## src/rtl/dm_pkg.sv

```systemverilog
// Shared types and helpers for the data-memory arbiter: port ids, response
// record and the alignment/range legality check.
package dm_pkg;

  localparam int unsigned MEM_BYTES = 32'd32;

  typedef enum logic {
    PORT0 = 1'b0,
    PORT1 = 1'b1
  } port_id_t;

  typedef struct packed {
    logic        valid;
    logic        err;
    logic [31:0] data;
  } dm_rsp_t;

  // A word access is legal when aligned and all four bytes fall inside memory.
  function automatic logic addr_legal(input logic [63:0] addr, input int unsigned mem_bytes);
    logic [63:0] lim;
    lim = 64'(mem_bytes) - 64'd4;
    return (addr[1:0] == 2'b00) && (addr <= lim);
  endfunction

endpackage

```

## src/rtl/dm_rr_arb2.sv

```systemverilog
// Two-way round-robin grant; the port that did not win last time wins a tie.
module dm_rr_arb2 (
  input  logic       clk,
  input  logic       rst_n,
  input  logic [1:0] i_req,
  output logic [1:0] o_gnt
);
  import dm_pkg::*;

  port_id_t r_last_gnt;

  // Grant decode from requests and round-robin pointer
  always_comb begin
    o_gnt = 2'b00;
    case (i_req)
      2'b01:   o_gnt = 2'b01;
      2'b10:   o_gnt = 2'b10;
      2'b11:   o_gnt = (r_last_gnt == PORT1) ? 2'b01 : 2'b10;
      default: o_gnt = 2'b00;
    endcase
  end

  // Pointer moves only when a grant turns into a transfer
  always_ff @(posedge clk or negedge rst_n) begin
    if (!rst_n) begin
      r_last_gnt <= PORT1;
    end else if (o_gnt[0]) begin
      r_last_gnt <= PORT0;
    end else if (o_gnt[1]) begin
      r_last_gnt <= PORT1;
    end
  end

endmodule

```

## src/rtl/dm_arbiter.sv

```systemverilog
// Two-port round-robin arbiter and one-stage sequencer for the data memory.
// Optional per-port transfer / error counters under `DM_ARB_STATS_EN.
module dm_arbiter #(
  parameter int unsigned MEM_BYTES = 32'd32,
  parameter int unsigned ADDR_W    = 32'd32
) (
  input  logic              clk,
  input  logic              rst_n,
  input  logic              p0_req,
  input  logic              p0_we,
  input  logic [ADDR_W-1:0] p0_addr,
  input  logic [31:0]       p0_wdata,
  output logic              p0_ready,
  output logic              p0_rvalid,
  output logic [31:0]       p0_rdata,
  output logic              p0_err,
  input  logic              p1_req,
  input  logic              p1_we,
  input  logic [ADDR_W-1:0] p1_addr,
  input  logic [31:0]       p1_wdata,
  output logic              p1_ready,
  output logic              p1_rvalid,
  output logic [31:0]       p1_rdata,
  output logic              p1_err,
  output logic [ADDR_W-1:0] MemAddr,
  output logic [31:0]       MemWriteData,
  output logic              MemWrite,
  input  logic [31:0]       MemReadData
`ifdef DM_ARB_STATS_EN
  ,
  output logic [15:0]       p0_gnt_cnt,
  output logic [15:0]       p1_gnt_cnt,
  output logic [15:0]       err_cnt
`endif
);
  import dm_pkg::*;

  logic [1:0]        w_gnt;
  logic              w_xfer;
  port_id_t          w_port;
  logic              w_we;
  logic [ADDR_W-1:0] w_addr;
  logic [31:0]       w_wdata;
  logic              w_legal;
  dm_rsp_t           w_rsp;

  logic              r_stg_valid;
  port_id_t          r_stg_port;
  logic              r_stg_we;
  logic              r_stg_legal;

  dm_rr_arb2 u_arb (
    .clk   (clk),
    .rst_n (rst_n),
    .i_req ({p1_req, p0_req}),
    .o_gnt (w_gnt)
  );

  assign p0_ready = w_gnt[0];
  assign p1_ready = w_gnt[1];

  // Select the granted port's request fields
  always_comb begin
    w_xfer = w_gnt[0] | w_gnt[1];
    if (w_gnt[1]) begin
      w_port  = PORT1;
      w_we    = p1_we;
      w_addr  = p1_addr;
      w_wdata = p1_wdata;
    end else begin
      w_port  = PORT0;
      w_we    = p0_we;
      w_addr  = p0_addr;
      w_wdata = p0_wdata;
    end
    w_legal = addr_legal(64'(w_addr), MEM_BYTES);
  end

  // Memory-side registers and pipeline stage; illegal requests never write
  always_ff @(posedge clk or negedge rst_n) begin
    if (!rst_n) begin
      MemAddr      <= '0;
      MemWriteData <= 32'h0;
      MemWrite     <= 1'b0;
      r_stg_valid  <= 1'b0;
      r_stg_port   <= PORT0;
      r_stg_we     <= 1'b0;
      r_stg_legal  <= 1'b0;
    end else begin
      r_stg_valid <= w_xfer;
      if (w_xfer) begin
        MemAddr      <= w_addr;
        MemWriteData <= w_wdata;
        MemWrite     <= w_we & w_legal;
        r_stg_port   <= w_port;
        r_stg_we     <= w_we;
        r_stg_legal  <= w_legal;
      end else begin
        MemWrite <= 1'b0;
      end
    end
  end

  // Response content for the staged access
  always_comb begin
    w_rsp.valid = r_stg_valid;
    w_rsp.err   = ~r_stg_legal;
    if (r_stg_legal && !r_stg_we) begin
      w_rsp.data = MemReadData;
    end else begin
      w_rsp.data = 32'h0;
    end
  end

  // Route the response pulse to the owning port; non-owner keeps its data
  always_ff @(posedge clk or negedge rst_n) begin
    if (!rst_n) begin
      p0_rvalid <= 1'b0;
      p0_rdata  <= 32'h0;
      p0_err    <= 1'b0;
      p1_rvalid <= 1'b0;
      p1_rdata  <= 32'h0;
      p1_err    <= 1'b0;
    end else begin
      p0_rvalid <= w_rsp.valid && (r_stg_port == PORT0);
      p1_rvalid <= w_rsp.valid && (r_stg_port == PORT1);
      if (w_rsp.valid && (r_stg_port == PORT0)) begin
        p0_rdata <= w_rsp.data;
        p0_err   <= w_rsp.err;
      end
      if (w_rsp.valid && (r_stg_port == PORT1)) begin
        p1_rdata <= w_rsp.data;
        p1_err   <= w_rsp.err;
      end
    end
  end

`ifdef DM_ARB_STATS_EN
  logic [15:0] r_p0_cnt;
  logic [15:0] r_p1_cnt;
  logic [15:0] r_err_cnt;

  // Saturating transfer and error counters
  always_ff @(posedge clk or negedge rst_n) begin
    if (!rst_n) begin
      r_p0_cnt  <= 16'h0;
      r_p1_cnt  <= 16'h0;
      r_err_cnt <= 16'h0;
    end else begin
      if (w_gnt[0] && (r_p0_cnt != 16'hFFFF)) begin
        r_p0_cnt <= r_p0_cnt + 16'd1;
      end
      if (w_gnt[1] && (r_p1_cnt != 16'hFFFF)) begin
        r_p1_cnt <= r_p1_cnt + 16'd1;
      end
      if (w_xfer && !w_legal && (r_err_cnt != 16'hFFFF)) begin
        r_err_cnt <= r_err_cnt + 16'd1;
      end
    end
  end

  assign p0_gnt_cnt = r_p0_cnt;
  assign p1_gnt_cnt = r_p1_cnt;
  assign err_cnt    = r_err_cnt;
`endif

endmodule

```

## config.mk

```make
export PLATFORM = sky130hd
export DESIGN_NAME = dm_arbiter
export DESIGN_NICKNAME = d
export VERILOG_FILES = /design/src/rtl/dm_pkg.sv /design/src/rtl/dm_rr_arb2.sv /design/src/rtl/dm_arbiter.sv
export SDC_FILE = /design/constraint.sdc
export NUM_CORES = 1
export LEC_CHECK = 0
export CAP_MARGIN = 40
export CORE_MARGIN = 4
export CORE_UTILIZATION = 42
export DETAILED_ROUTE_END_ITERATION = 12
export HOLD_SLACK_MARGIN = 0.03
export PLACE_DENSITY = 0.95
export SYNTH_ARGS = -nofsm -noshare
export SYNTH_HDL_FRONTEND = slang
export SYNTH_SLANG_ARGS = --single-unit
```

## constraint.sdc

```tcl
create_clock -name clk -period 4.59 [get_ports clk]
set_clock_uncertainty 0.2 [all_clocks]
set_input_delay 0.918 -clock clk [delete_from_list [all_inputs] [get_ports clk]]
set_output_delay 0.918 -clock clk [all_outputs]
set_load 0.01 [all_outputs]
```

==> impl_metrics.py, run 1 <==
metrics = {
    "outcome": {
        "run_status": "complete, no violations",
    },
    "sta": {
        "max_freq_ghz": 0.287,
        "rsz0062_at_grt": "false",
        "slew_viol_final": 0,
        "layout_min_cycle_time_ps": 3490,
        "hold_viol_final": 0,
        "finalSetupViolCount": 0,
        "slew_headroom": 0.547,
        "tightestPinTransition_ps": 680,
        "period_share": 0.760,
        "final_tns_setup_ps": 0,
    },
    "cells_and_area": {
        "area.growth.synth_to_final_pct": 67.3,
        "antennaDiodeCount": 0,
        "drive_gt1_frac": 0.0548,
        "fillCellCount": 924,
        "finish.net_count": 1066,
        "area_of_the_multi_input_gates_um2": 1960,
        "ff_latch_area_um2": 3450,
        "postLayoutCoreUtil": 0.713,
    },
    "critical_path": {
        "ff2ff_setup_slack_ps": 2530,
        "critical_path.slowest_cell": "clkdlybuf4s50_1",
        "crit_chain": "clkdlybuf4s50_1, nand2b_1, nand2_1, inv_1, clkdlybuf4s50_1",
        "worst_path_most_repeated_cell": "clkdlybuf4s50_1",
        "cp_num_buf_inv": 3,
        "timing.critical_path.depth": 5,
        "timing.critical_path.max_delay_family": "buffers and inverters",
        "required_ps": 3470,
        "critical_path.reg2reg.endpoint": "r_stg_legal",
        "worst_ep_arrival_time_ps": 2370,
        "worstSetupEndpointType": "output port",
        "cp_max_fo": 9,
        "timing.reg2reg.worst_path_depth": 5,
        "timing.rr.start": "u_arb.r_last_gnt",
        "crit_type": "in -> out",
        "cp_slowest_stage_delay_ps": 570,
        "setup.worst_path.start_class": "input port",
    },
    "global_route": {
        "antenna_violations_before_repair": 0,
        "grt.total_usage": 0.237,
        "grt_start_max_net_pins": 89,
        "grt_first_pass_wirelength_um": 27700,
        "via_count_of_the_first_global_routing_pass": 5461,
        "globalRoute.totalOverflow": 0,
    },
    "floorplan": {
        "design.die.area_um2": 15300,
        "fp.dieW_um": 124,
        "core.rowCount": 42,
        "ios": 301,
        "design.core.area_um2": 13200,
        "die_h_um": 124,
        "start_util": 0.426,
    },
    "clock_tree": {
        "clock_root_buffer_master": "clkbuf_16",
        "cts_tree": "yes",
        "cts_num_sinks": 138,
        "clockBufferDepth": 2,
        "cts_hold_buf": 0,
        "postCtsResizedCells": 0,
        "postCtsSetupBuffers": 0,
        "clock_latency_ps": 400,
        "htreeDepth": 4,
        "cts_clock_pin_slew_for_the_worst_setup_and_hold_paths_ps": 60,
        "number_of_buffers_created_by_cts": 17,
    },
    "synthesis": {
        "ys_types": 27,
        "synth.most_common_cell": "nand2_1",
        "ys_async_rst_share": 1.00,
        "yosysTopAreaCellShare": 0.610,
        "netlist_instances": 617,
        "synth-seq-cells": 138,
        "ys_top_cells_by_count": "162 x nand2_1, 137 x dfrtp_1, 101 x nor2_1",
        "synth-main-ff-cell": "dfrtp_1",
        "post_synth.cell_area_avg_um2": 9.11,
        "synth_warnings": 0,
        "mappedNetlistNets": 783,
        "synth_enable_flop_cells": 0,
        "syn_area_um2": 5620,
        "ys_top_cells_by_area": "dfrtp_1 61%, nand2_1 11%, nor2_1 6.7%",
        "synth_top_cell_by_area": "dfrtp_1",
        "synth_sequential_area_ratio": 0.615,
    },
    "routing": {
        "detail_route.wirelength_um": 19000,
        "postRouteAntennaNets": 0,
        "vias": 5690,
        "dr.pass1.iters": 5,
        "dr.first_iter.drc_count": 401,
        "dr_vias_cell": 5.22,
        "post_drt_wl_per_cell_um": 17.5,
        "drc": 0,
    },
    "run": {
        "cap_violations": 0,
    },
    "min_path": {
        "hold_path.class": "in -> async",
    },
    "place": {
        "place.detailed.hpwl_um": 14200,
        "place_congestion": 0.865,
        "buffer_ports.inserted": 300,
    },
    "pwr": {
        "power_leakage_nw": 3.91,
        "power_density_of_the_placed_cells_nw_per_um2": 371,
        "max-vdd-ir-drop_mv": 0.222,
    },
}
-- how the worst max path moves through the flow --
stage	from	end	slack (ps)
5_1_grt	p1_req	p0_ready	1020
3_3_place_gp	p1_req	p1_ready	1140
4_1_cts	p1_req	p1_ready	1100
2_1_floorplan	p1_req	p0_ready	1720
6_report	p1_req	p0_ready	1100
3_5_place_dp	p1_req	p1_ready	1100
-- metal layers --
layer | global-route usage | vias to the layer above | share of wire | routed length [um]
li1 | - | 2658 | - | -
met1 | 0.265 | 2666 | 0.36 | 6930
met2 | 0.405 | 318 | 0.50 | 9560
met3 | 0.0863 | 48 | 0.10 | 1940
met4 | 0.105 | 0 | 0.032 | 612
met5 | 0 | - | 0 | 0
-- stage by stage --
step	hold slack, ps	power (mW)	instance area (um^2)	worst slack, ps	std cells
CTS	281	3.52	9400	1100	1089
detailed placement	269	2.12	8790	1100	1057
floorplan	271	1.64	5620	1720	617
finish	268	3.49	9400	1100	1089
global route	299	3.63	9400	1020	1089
global placement	260	2.08	8720	1140	1054
-- layout by cell type, fill, tap and decap left out, drive strengths merged --
cell type | synthesis | routed
clkdlybuf4s50 | 0 | 299
nand2 | 162 | 162
dfrtp | 137 | 137
nor2 | 101 | 101
o21ai | 68 | 68
o22ai | 36 | 36
a31oi | 32 | 32
clkbuf | 27 | 19
nor4 | 12 | 12
inv | 8 | 9
buf | 17 | 9
clkinv | 0 | 5
clkinvlp | 0 | 4
bufinv | 0 | 3
nor3 | 2 | 2
nand4 | 2 | 2
a21oi | 2 | 2
or4 | 2 | 2
nand2b | 1 | 1
or2 | 1 | 1
and4 | 1 | 1
nand3 | 1 | 1
or3 | 1 | 1
and3 | 1 | 1
o2bb2a | 1 | 1
nor2b | 1 | 1
dfstp | 1 | 1
-- worst reg2reg max path, cell delays in order (launching register included) --
cell,delay (ps)
dfstp_2,550
nand2_1,70
nand2_2,110
buf_4,540
nand4_1,250
a31oi_1,250
-- cell families (layout without fill, tap and decap cells) --
group,Yosys count,after routing,share of synthesized area
simple gates,288,288,0.205
compound gates,139,139,0.142
flops,138,138,0.615
buf+inv,52,348,0.0383
-- area by class of cell --
class                   instances  share of cell area
clock buffers                  19              0.0471
repair buffers                308               0.332
multi-input cells             427               0.209
flip-flops and latches        138               0.367
well taps                     176              0.0234
clock inverters                13              0.0180
inverters                       8             0.00319
-- flip-flops by register name, summed over array words and instances, names as in the netlist --
register          cells
MemAddr              32
MemWriteData         32
p0_rdata             32
p1_rdata             32
MemWrite              1
p0_err                1
p0_rvalid             1
p1_err                1
p1_rvalid             1
r_stg_legal           1
r_stg_port            1
r_stg_valid           1
r_stg_we              1
u_arb.r_last_gnt      1
-- power by group --
part,total (mW),internal [mW],leakage (nW),switching (mW)
clock,1.39,0.872,0.286,0.519
sequential,1.39,1.33,1.73,0.0628
combinational,0.705,0.382,1.90,0.323
Power figures use the tool's default switching activity.
==> run 2: changes to the inputs <==
--- a/config.mk
+++ b/config.mk
@@ -7,10 +7,10 @@
 export LEC_CHECK = 0
 export CAP_MARGIN = 40
 export CORE_MARGIN = 4
-export CORE_UTILIZATION = 42
+export CORE_UTILIZATION = 36
 export DETAILED_ROUTE_END_ITERATION = 12
 export HOLD_SLACK_MARGIN = 0.03
-export PLACE_DENSITY = 0.95
+export PLACE_DENSITY = 0.9
 export SYNTH_ARGS = -nofsm -noshare
 export SYNTH_HDL_FRONTEND = slang
 export SYNTH_SLANG_ARGS = --single-unit
==> constraint.sdc (replaced) <==
create_clock -name clk -period 2.8 [get_ports clk]
set_clock_uncertainty 0.2 [all_clocks]
set_input_delay 0.56 -clock clk [delete_from_list [all_inputs] [get_ports clk]]
set_output_delay 0.56 -clock clk [all_outputs]
set_load 0.01 [all_outputs]
==> run 2 against run 1 <==
Net effect:
- utilization fell by 9.2 points
- first-iteration DRC count shrank 38%
- combinational power grew 63%
- largest power group is now clock
- global-route usage shrank 2.6 points
- sequential power up 64%
- sequential share of layout area down 0.29 points
- critical path depth stayed put
- final area is 0.80% higher
- sequential cell count unchanged
- power is 64% higher
==> impl_metrics.py, run 2 (synthesis gave the netlist of run 1 again) <==
metrics = {
    "clock_tree": {
        "cts_num_sinks": 138,
        "number_of_buffers_created_by_cts": 17,
        "cts_hold_buf": 1,
        "postCtsResizedCells": 0,
        "cts_tree": "yes",
        "clock_root_buffer_master": "clkbuf_16",
        "clockBufferDepth": 2,
        "postCtsSetupBuffers": 0,
        "htreeDepth": 4,
        "clock_latency_ps": 400,
        "cts_clock_pin_slew_for_the_worst_setup_and_hold_paths_ps": 60,
    },
    "sta": {
        "max_freq_ghz": 0.383,
        "layout_min_cycle_time_ps": 2610,
        "slew_headroom": 0.521,
        "hold_viol_final": 0,
        "rsz0062_at_grt": "false",
        "final_tns_setup_ps": 0,
        "tightestPinTransition_ps": 716,
        "period_share": 0.932,
        "post-route-worst-setup-slack_ps": 190,
        "finalSetupViolCount": 0,
        "slew_viol_final": 0,
    },
    "min_path": {
        "min_delay_worst_endpoint": "p0_rdata[9]",
        "hold_path.class": "reg -> reg",
        "timing.hold.worst.start": "p0_rdata[9]",
        "timing.hold.worst_path_depth": 2,
    },
    "floorplan": {
        "start_util": 0.368,
        "design.die.area_um2": 17700,
        "die_h_um": 133,
        "ios": 301,
        "design.core.area_um2": 15300,
        "core.rowCount": 45,
        "fp.dieW_um": 133,
    },
    "routing": {
        "post_drt_wl_per_cell_um": 16.8,
        "dr.first_iter.drc_count": 250,
        "postRouteAntennaNets": 0,
        "drc": 0,
        "vias": 5560,
        "dr_vias_cell": 4.91,
        "detail_route.wirelength_um": 19100,
        "dr.pass1.iters": 5,
    },
    "cells_and_area": {
        "final_cell_mix": "299 x clkdlybuf4s50_1, 159 x nand2_1, 137 x dfrtp_1, 101 x nor2_1, 68 x o21ai_0",
        "drive_gt1_frac": 0.0608,
        "area.growth.synth_to_final_pct": 68.6,
        "fillCellCount": 1201,
        "layout.cells.most_common": "clkdlybuf4s50_1",
        "layoutNonFillerInstCount": 1132,
        "finish.net_count": 1074,
        "design_area_um2": 9480,
        "antennaDiodeCount": 0,
    },
    "outcome": {
        "run_status": "complete, no violations",
    },
    "global_route": {
        "antenna_violations_before_repair": 0,
        "grt_start_max_net_pins": 96,
        "globalRoute.totalOverflow": 0,
        "grt_first_pass_wirelength_um": 29500,
        "via_count_of_the_first_global_routing_pass": 5624,
        "grt.total_usage": 0.211,
    },
    "critical_path": {
        "critical_path.slowest_cell": "clkdlybuf4s50_1",
        "critical_path.reg2reg.endpoint": "MemWriteData[12]",
        "timing.rr.start": "u_arb.r_last_gnt",
        "crit_chain": "clkdlybuf4s50_1, nand2b_1, nand2_1, inv_1, clkdlybuf4s50_1",
        "ff2ff_setup_slack_ps": 740,
        "timing.reg2reg.worst_path_depth": 6,
        "setup.worst_path.start_class": "input port",
        "worstSetupEndpointType": "output port",
        "worst_path_most_repeated_cell": "clkdlybuf4s50_1",
        "cp_max_fo": 3,
        "worst_ep_arrival_time_ps": 1850,
        "cp_slowest_stage_delay_ps": 530,
        "required_ps": 2040,
        "crit_type": "in -> out",
    },
    "place": {
        "dp.cells": 1099,
        "place_congestion": 0.874,
        "buffer_ports.inserted": 300,
        "pre_cts_slack_ps": 180,
        "place.detailed.hpwl_um": 14300,
        "placedInstanceArea_um2": 8850,
    },
    "pwr": {
        "p_total_mw": 5.73,
        "max-vdd-ir-drop_mv": 0.358,
        "power_density_of_the_placed_cells_nw_per_um2": 605,
        "power_leakage_nw": 3.93,
    },
    "run": {
        "cap_violations": 0,
    },
}
## run 2: cell count changes in the layout (fill, tap and decap cells not counted)
cell	change
buf_12	-1
dlygate4sd3_1	+1
buf_16	-1
or2_2	+1
or2_4	-1
clkinv_4	-3
clkinvlp_4	+1
clkbuf_8	+2
buf_4	+9
inv_6	-1
clkbuf_1	+1
## run 2: worst max-delay path: cells and delay by family
family / cells / cell delay, ps
buffers and inverters: 3 / 1050
and+or+nand+nor: 2 / 240
## run 2: worst max-delay path by stage
| stage | start | end | slack (ps) | cells past startpoint |
|---|---|---|---|---|
| after CTS | p1_req | p0_ready | 180 | 5 |
| after detailed placement | p1_req | p0_ready | 180 | 5 |
| after global routing | p1_req | p0_ready | 100 | 5 |
| after floorplan | p1_req | p0_ready | 640 | 5 |
| after global placement | p1_req | p1_ready | 220 | 4 |
| final | p1_req | p0_ready | 190 | 5 |
## run 2: final cells by class
type                    count  area, um^2  area share
clock inverters            10         141      0.0149
well taps                 211         264      0.0279
inverters                   8        30.0     0.00317
repair buffers            316        3150       0.333
flip-flops and latches    138        3450       0.365
clock buffers              22         474      0.0500
multi-input cells         427        1960       0.207
## run 2: routing by layer
layer | part of all wire | global-route usage
met1 | 0.39 | 0.242
met2 | 0.50 | 0.359
met3 | 0.087 | 0.0795
met4 | 0.022 | 0.0774
met5 | 0 | 0
## run 2: per-stage QoR
step,hold WS (ps),utilization
after floorplan,64.4,-
after global placement,260,0.580
after detailed placement,269,0.580
after CTS,282,0.621
after global routing,311,0.621
final,275,0.621
## run 2: report_power, final
part	internal [mW]	leakage (nW)	total, mW	switching (mW)
Combinational	0.625	1.92	1.15	0.524
Sequential	2.18	1.73	2.28	0.101
Clock	1.47	0.285	2.31	0.834
==> run 3: changes to the inputs <==
==> constraint.sdc (replaced) <==
create_clock -name clk -period 2.1 [get_ports clk]
set_clock_uncertainty 0.2 [all_clocks]
set_input_delay 0.42 -clock clk [delete_from_list [all_inputs] [get_ports clk]]
set_output_delay 0.42 -clock clk [all_outputs]
set_load 0.01 [all_outputs]
==> run 3 against run 2 <==
Net effect:
- register-to-register slack got worse by 500 ps
- first-iteration DRC count rose by 2.0%
- sequential power rose by 33%
- setup slack got worse by 170 ps
- critical path type unchanged
- critical endpoint unchanged
- largest cell class unchanged
==> impl_metrics.py, run 3 (synthesis gave the netlist of run 1 again) <==
metrics = {
    "floorplan": {
        "start_util": 0.368,
        "ios": 301,
        "core.rowCount": 45,
        "design.die.area_um2": 17700,
        "fp.dieW_um": 133,
        "die_h_um": 133,
        "design.core.area_um2": 15300,
    },
    "routing": {
        "detail_route.wirelength_um": 19300,
        "drc": 0,
        "dr.pass1.iters": 5,
        "postRouteAntennaNets": 0,
        "vias": 5644,
        "dr.first_iter.drc_count": 255,
        "post_drt_wl_per_cell_um": 16.9,
        "dr_vias_cell": 4.93,
    },
    "sta": {
        "slew_viol_final": 0,
        "hold_viol_final": 0,
        "layout_min_cycle_time_ps": 2080,
        "fin_hold_ws_ps": 276,
        "max_freq_ghz": 0.481,
        "slew_headroom": 0.668,
        "tightestPinTransition_ps": 499,
        "rsz0062_at_grt": "true",
        "finalSetupViolCount": 0,
        "period_share": 0.990,
    },
    "critical_path": {
        "ff2ff_setup_slack_ps": 240,
        "critical_path.reg2reg.endpoint": "MemWriteData[10]",
        "cp_max_fo": 4,
        "required_ps": 1480,
        "crit_type": "in -> out",
        "worstSetupEndpointType": "output port",
        "worst_ep_arrival_time_ps": 1460,
        "timing.rr.start": "u_arb.r_last_gnt",
        "setup.worst_path.start_class": "input port",
        "timing.reg2reg.worst_path_depth": 6,
    },
    "cells_and_area": {
        "antennaDiodeCount": 0,
        "drive_gt1_frac": 0.0760,
        "area.growth.synth_to_final_pct": 71.9,
        "layoutNonFillerInstCount": 1145,
        "final_cell_mix": "297 x clkdlybuf4s50_1, 159 x nand2_1, 137 x dfrtp_1, 101 x nor2_1, 68 x o21ai_0",
        "layout.cells.most_common": "clkdlybuf4s50_1",
        "finish.net_count": 1088,
    },
    "min_path": {
        "min_delay_worst_endpoint": "p1_rdata[27]",
        "hold_path.class": "reg -> reg",
        "timing.hold.worst.start": "p1_rdata[27]",
        "timing.hold.worst_path_depth": 2,
    },
    "global_route": {
        "via_count_of_the_first_global_routing_pass": 5808,
        "grt.total_usage": 0.216,
        "grt_first_pass_wirelength_um": 30400,
        "globalRoute.totalOverflow": 0,
        "grt_start_max_net_pins": 68,
        "antenna_violations_before_repair": 0,
    },
    "place": {
        "dp.cells": 1113,
        "buffer_ports.inserted": 300,
        "place.detailed.hpwl_um": 14500,
        "place_congestion": 0.862,
    },
    "run": {
        "cap_violations": 0,
    },
    "clock_tree": {
        "postCtsSetupBuffers": 0,
        "cts_clock_pin_slew_for_the_worst_setup_and_hold_paths_ps": 60,
        "number_of_buffers_created_by_cts": 17,
        "clock_latency_ps": 400,
        "cts_tree": "yes",
        "htreeDepth": 4,
        "cts_num_sinks": 138,
        "clock_root_buffer_master": "clkbuf_16",
        "clockBufferDepth": 2,
    },
    "pwr": {
        "max-vdd-ir-drop_mv": 0.470,
        "power_leakage_nw": 4.04,
        "power_density_of_the_placed_cells_nw_per_um2": 801,
    },
    "outcome": {
        "run_status": "complete, no violations",
    },
}
[run 3: report_power, final]
group / leakage, nW / internal (mW) / switching (mW) / total, mW
Clock: 0.291 / 2.01 / 1.11 / 3.12
Sequential: 1.73 / 2.90 / 0.138 / 3.04
Combinational: 2.02 / 0.871 / 0.711 / 1.58
Total: 4.04 / 5.78 / 1.96 / 7.74
[run 3: worst max path at each step]
stage / depth (start not counted) / slack (ps) / to / from
floorplan: 5 / 220 / p0_ready / p1_req
global placement: 4 / -230 / p1_ready / p1_req
detailed placement: 4 / -240 / p1_ready / p1_req
CTS: 4 / 2 / p1_ready / u_arb.r_last_gnt
global route: 4 / -30 / p0_ready / u_arb.r_last_gnt
finish: 5 / 20 / p0_ready / p1_req
[run 3: repair_timing]
item / in CTS / in global routing
endpoints found under the hold margin: 44 / 0
resized for setup: 4 / 1
setup endpoints to repair: 2 / 2
hold buffers: 1 / 0
[run 3: final cells by class]
type | count | area (um^2)
clock buffer | 19 | 443
clock inverter | 12 | 174
fill | 1211 | 5600
inverter | 8 | 30.0
multi-input combinational | 427 | 1960
sequential | 138 | 3450
tap | 211 | 264
timing repair buffer | 330 | 3330
[run 3: per-layer routing]
metal	vias up	part of all wire	track usage
met4	0	0.026	0.0889
met3	34	0.083	0.0692
met1	2659	0.40	0.254
met2	263	0.50	0.366
met5	-	0	0
li1	2688	-	-
[run 3: critical path, cell delays in order]
cell and delay (ps):
clkdlybuf4s50_1 570, nand2b_1 110, nand2_1 100, inv_1 50, clkdlybuf4s15_2 210
[run 3: through the flow]
stage | cell area (um^2) | utilization | setup slack (ps) | setup TNS, ps | total power, mW
after detailed placement | 9030 | 0.592 | -244 | -5830 | 4.68
after CTS | 9660 | 0.633 | 2.01 | 0 | 7.82
after global placement | 9030 | 0.592 | -231 | -2980 | 4.63
after floorplan | 5620 | - | 222 | 0 | 3.59
final | 9660 | 0.633 | 20.9 | 0 | 7.74
after global routing | 9660 | 0.633 | -34.3 | -34.3 | 8.07
